### config.mk
export PLATFORM = sky130hd
export DESIGN_NAME = serial_sub_03
export DESIGN_NICKNAME = d
export VERILOG_FILES = /design/src/rtl/serial_sub_03.sv
export SDC_FILE = /design/constraint.sdc
export NUM_CORES = 1
export LEC_CHECK = 0
export BUFFER_PORTS_ARGS = -buffer_cell sky130_fd_sc_hd__buf_2
export CORE_MARGIN = 2
export CORE_UTILIZATION = 45
export CTS_CLUSTER_SIZE = 8
export DETAILED_ROUTE_END_ITERATION = 16
export GPL_ROUTABILITY_DRIVEN = 1
export PLACE_DENSITY = 0.7
export SYNTH_ARGS = -nofsm -noshare
export SYNTH_HDL_FRONTEND = slang
export SYNTH_SLANG_ARGS = --single-unit
### constraint.sdc
create_clock -name clk -period 2.24 [get_ports clk]
set_clock_uncertainty 0.2 [all_clocks]
set_input_delay 0.336 -clock clk [delete_from_list [all_inputs] [get_ports clk]]
set_output_delay 0.336 -clock clk [all_outputs]
set_load 0.005 [all_outputs]
### src/rtl/serial_sub_03.sv
// rtl/serial_sub_03.sv - bit-serial LSB-first subtractor; optional saturation via SERIAL_SUB_03_SAT_EN
module serial_sub_03 #(
    parameter int WIDTH = 8
) (
    input  logic             clk,
    input  logic             rst,
    input  logic             start,
    input  logic [WIDTH-1:0] in1,
    input  logic [WIDTH-1:0] in2,
    output logic             busy,
    output logic             done,
    output logic [WIDTH-1:0] out1,
    output logic             borrow_out
);

    localparam int CW = $clog2(WIDTH) + 1;

    typedef enum logic [1:0] {
        IDLE  = 2'd0,
        SHIFT = 2'd1,
        DONE  = 2'd2
    } state_t;

    state_t           state;
    state_t           state_nxt;
    logic [WIDTH-1:0] a_sr;
    logic [WIDTH-1:0] b_sr;
    logic [WIDTH-1:0] res_sr;
    logic             borrow;
    logic [CW-1:0]    cnt;

    logic             diff;
    logic             borrow_nxt;
    logic             last_bit;
    logic [WIDTH-1:0] final_val;
    logic [WIDTH-1:0] result_fin;

    // Per-bit full-subtractor and the assembled result once the last bit lands
    always_comb begin
        diff       = a_sr[0] ^ b_sr[0] ^ borrow;
        borrow_nxt = (~a_sr[0] & b_sr[0]) | (~(a_sr[0] ^ b_sr[0]) & borrow);
        last_bit   = (cnt == CW'(WIDTH - 1));
        final_val  = {diff, res_sr[WIDTH-1:1]};
`ifdef SERIAL_SUB_03_SAT_EN
        result_fin = borrow_nxt ? '0 : final_val;
`else
        result_fin = final_val;
`endif
    end

    // Next-state decode and status outputs
    always_comb begin
        state_nxt = state;
        busy      = 1'b0;
        done      = 1'b0;
        case (state)
            IDLE: begin
                if (start) begin
                    state_nxt = SHIFT;
                end
            end
            SHIFT: begin
                busy = 1'b1;
                if (last_bit) begin
                    state_nxt = DONE;
                end
            end
            DONE: begin
                busy      = 1'b1;
                done      = 1'b1;
                state_nxt = IDLE;
            end
            default: begin
                state_nxt = IDLE;
            end
        endcase
    end

    // State register
    always_ff @(posedge clk) begin
        if (rst) begin
            state <= IDLE;
        end else begin
            state <= state_nxt;
        end
    end

    // Operand/result shifting; out1 and borrow_out only update on the final shift
    always_ff @(posedge clk) begin
        if (rst) begin
            a_sr       <= '0;
            b_sr       <= '0;
            res_sr     <= '0;
            borrow     <= 1'b0;
            cnt        <= '0;
            out1       <= '0;
            borrow_out <= 1'b0;
        end else begin
            case (state)
                IDLE: begin
                    if (start) begin
                        a_sr   <= in1;
                        b_sr   <= in2;
                        res_sr <= '0;
                        borrow <= 1'b0;
                        cnt    <= '0;
                    end
                end
                SHIFT: begin
                    a_sr   <= a_sr >> 1;
                    b_sr   <= b_sr >> 1;
                    res_sr <= final_val;
                    borrow <= borrow_nxt;
                    cnt    <= cnt + CW'(1);
                    if (last_bit) begin
                        out1       <= result_fin;
                        borrow_out <= borrow_nxt;
                    end
                end
                default: begin
                end
            endcase
        end
    end

endmodule

# == Word-level counts from Yosys, hierarchy flattened ==
# Index checks and enable logic that the tools add are counted.
# classes
shifts,0
mux,15
n_eq_ne,5
n_reduce_logical,6
n_div,0
mul,0
add_sub_neg,1
n_bitwise,7
order_cmp,0
# ops
operator,n
8-bit case mux with 2 select lines,3
8-bit two-way mux,3
4-bit case mux with 2 select lines,1
2-bit AND reduction,3
4-bit by 1-bit adder with 4-bit output (second input constant),1
4-bit by 3-bit equality test with 1-bit output (second input constant),1
2-bit two-way mux,2
4-bit two-way mux,1
2-bit != test (second input constant),2
2-bit case mux with 2 select lines,1
1-bit two-way mux,3
1-bit bitwise AND,2
2-bit by 1-bit equality test with 1-bit output (second input constant),1
2-bit equality test (second input constant),1
2-bit zero test,1
1-bit inverter,2
1-bit case mux with 2 select lines,1
2-bit nonzero test,1
2-bit OR reduction,1
1-bit bitwise XOR,2
1-bit OR,1
# totals
latch_bits,0
ramBits,0
romBits,0
reg_bits,40
output_inout_bits,11
memories,0
input_bits,19
word_cells,42

# == Depth between registers and ports, before layout ==
# logic_depth
depth_word,5
mapped_depth,7
ltp_nobuf,6

# == Worst setup path after synthesis ==
# OpenSTA, ideal clock, no wires.
# synth_path
kind,register to register
from,register state[0]
to,register res_sr[2]
setup_time_ns,0.128
path_stages_with_launch,8
synth_period_minus_slack_ns,1.578
path_buffers,1
t_arrival_ns,1.250
required_time_ns,1.912
path_slack_ns,0.662
cell_sequence,dfxtp_1 -> inv_1 -> ha_1 -> nand2b_1 -> o21ai_0 -> buf_6 -> a22oi_1 -> nor2_1
# synth_via
elab_chain_cells,3
word_cells_on_any_way,6
cone_classes,2 x eq/ne; 1 x mux; 3 x reduce/logical
# synth_lines
element,line_no,source
start: declaration,24,state_t state;
start signal: assignment,84,state <= state_nxt;
2-bit by 1-bit equality test with 1-bit output or 2-bit zero test (tied branches),99,case (state)
2-bit nonzero test (no source line) or 2-bit != test (tied branches),-,
2-bit AND reduction (no source line),-,
end signal: assignment,112,res_sr <= final_val;
end: declaration,28,logic [WIDTH-1:0] res_sr;
# Parallel ways exist; a longest one is shown, timed or not.
# A chain may end at the register's enable or synchronous reset.

# == Final worst setup path ==
# layout_path
from,register state[1]
to,register borrow_out
# layout_via
elab_chain_cells,2
# layout_lines
element,line_no,source
2-bit by 1-bit equality test with 1-bit output,99,
2-bit AND reduction (no source line),-,
end signal: assignment,117,borrow_out <= borrow_nxt;
end: declaration,13,output logic borrow_out
# No other way between the ends.

==> metrics.yaml <==
status: "finished clean"
synth.avg_cell_area_um2: 9.173
p_sw_w: 0.0003899
clkLatencyLatePin_ns: 0.29
avgRoutedWirePerCell_um: 11.35
hold_class: "in2reg"
cts_tree: "yes"
critPathArrivalTime_ns: 1.87
worstSetupEndpointType: "register"
yosys_warnings: 0
core_area_um2: 3661
area_growth_pct: 14.00
cts-htree-levels: 2
post_route_cells_drive_above_1_share_pct: 20.93
p_sw_share_pct: 25.98
drt.antenna.violating_nets: 0
final_cell_mix: "dfxtp_1, buf_2, nor2_1"
slew_viol_final: 0
path_max_fanout: 19
row_count: 22
grt_overflow: 0
dr.pass1.iters: 4
critical_path_class: "reg2reg"
final_hold_viol_count: 0
tightestPinTransition_ns: 0.7154
antenna_cells: 0
num_vias: 1324
ir_drop_mv: 0.6245
seqPwrFrac_pct: 50.6
antenna_found_initial: 0
final_common_cell: "dfxtp_1"
rrSetupSlack_ns: 0.39
slew_headroom_pct: 52.31
cts.path.max_buffers: 2
rsz0062_at_grt: "no"
synth_enable_flop_cells: 0
p_int_w: 0.001111
synth_ff_type: "dfxtp_1"
drt-total-wl_mm: 2.985
p_comb_share_pct: 14.4
postCtsHoldBufs: 0
wl_met3_um: 126
p_per_area_nw_per_um2: 767.3
routed_via_density: 5.034
grt_max_degree: 40
ctsResizeCount: 0
synthDistinctLibCells: 29
seq_area_frac_synth_pct: 45.51
setup_violations: 0
place.gp.congestion: 0.7399
drt_iter0_drc: 73
wl_met1_mm: 1.465
dieArea_um2: 4322
grt_pass1_vias: 1192
top_layer: "met4"
fmax_mhz: 539.6
cp.required_ns: 2.26
grt.total_usage_pct: 15.61
whs_ns: 0.1122
route.met2.wl_mm: 1.329
period_share_pct: 82.73
yosys_register_bits: 39
fin_crit_ns: 1.853
hpwl_mm: 2.073
clock_sinks: 39
syn_nets: 211
numCtsBuffers: 5
clock_power_share_pct: 35.0
start_util_pct: 46.86
nets: 238
die_h_um: 65.74
cts-root-buf: "clkbuf_8"
crit_path_start_kind: "register"
syn_inst: 187
io_buffers: 29
drt_drc_violations_left: 0
p_leak_nw: 0.7694
clkTransAtPathRegs_ns: 0.08
cap_viol_max_count: 0
post_cts_buffers: 0
die-width_um: 65.74
tns_ns: 0
synthArstFlopShare_pct: 0
pin_count: 30
dp.cells: 255
syn-cell-area_um2: 1715
grt_pass1_wl_mm: 5.175
fin_cells: 263
layout make-up:
cell class,count,area [um2]
Fill cell,378,1705
Clock inverter,1,7.507
Clock buffer,7,96.34
Timing Repair Buffer,33,175.2
Inverter,4,15.01
Multi-Input combinational cell,131,820.8
Sequential cell,39,780.7
Tap cell,48,60.06
critical path, cell delays in order (launching register included):
cell      delay [ns]
dfxtp_1         0.33
inv_1           0.07
ha_1            0.24
buf_4           0.29
and2_1          0.37
nor2_1          0.09
a211oi_2        0.19
final timing paths:
path | startpoint | endpoint | depth (start not counted)
setup / recovery | state[1]$_SDFFE_PP0P_ | borrow_out$_SDFFE_PP0P_ | 6
hold / removal | in2[7] | b_sr[7]$_SDFFE_PP0P_ | 3
setup reg to reg | state[1]$_SDFFE_PP0P_ | borrow_out$_SDFFE_PP0P_ | 6
hold reg to reg | out1[5]$_SDFFE_PP0P_ | out1[5]$_SDFFE_PP0P_ | 2
through the flow:
step           total power (W)  utilization (%)  setup slack [ns]  area [um2]
2_1_floorplan        0.0009602                -            0.6623        1715
3_3_place_gp         0.0009927            50.58            0.4411        1852
3_5_place_dp         0.0009942            50.58            0.3898        1852
4_1_cts               0.001522            53.42            0.3694        1956
5_1_grt               0.001583            53.42            0.2079        1956
6_report              0.001501            53.42            0.3868        1956
power by group through the flow:
stage	clock, W	sequential (W)	combinational [W]
2_1_floorplan	0	0.000769	0.000191
3_3_place_gp	0	0.000774	0.000218
3_5_place_dp	0	0.000775	0.000219
4_1_cts	0.000543	0.000759	0.000220
5_1_grt	0.000570	0.000764	0.000248
6_report	0.000525	0.000759	0.000217
cells in the mapped netlist, types with 2 or more instances:
| cell type | n | area [um2] |
|---|---|---|
| nand3b_1 | 3 | 22.52 |
| ha_1 | 4 | 50.05 |
| a21oi_1 | 16 | 80.08 |
| nand2_1 | 22 | 82.58 |
| buf_6 | 5 | 56.30 |
| o21ai_0 | 3 | 15.01 |
| inv_1 | 4 | 15.01 |
| nand2b_1 | 2 | 12.51 |
| a22oi_1 | 8 | 60.06 |
| buf_4 | 3 | 22.52 |
| a211o_1 | 2 | 17.52 |
| dfxtp_1 | 39 | 780.8 |
| a211oi_1 | 14 | 105.1 |
| nand3_1 | 2 | 10.01 |
| clkbuf_1 | 4 | 15.01 |
| nor2_1 | 28 | 105.1 |
| mux2i_1 | 15 | 150.1 |
| nor3_1 | 2 | 10.01 |
state kept, by name (all words and copies together) (netlist names):
name        cells
state           2
cnt             4
out1            8
borrow_out      1
a_sr            8
b_sr            8
res_sr          7
borrow          1
per-layer routing:
layer | vias to the layer above | GRT usage (%)
li1 | 704 | -
met1 | 590 | 18.92
met2 | 25 | 25.25
met3 | 5 | 4.281
met4 | 0 | 7.813
met5 | - | 0
cell families after synthesis:
family                     Yosys count  synth area share, %
and+or+nand+nor                     66                17.72
AOI/OAI and AO/OA                   45                17.29
DFF                                 39                45.51
muxes                               15                8.753
buffers and inverters               17                6.636
adders and majority gates            5                4.085
Note: power is estimated with default switching activity, not from simulation.
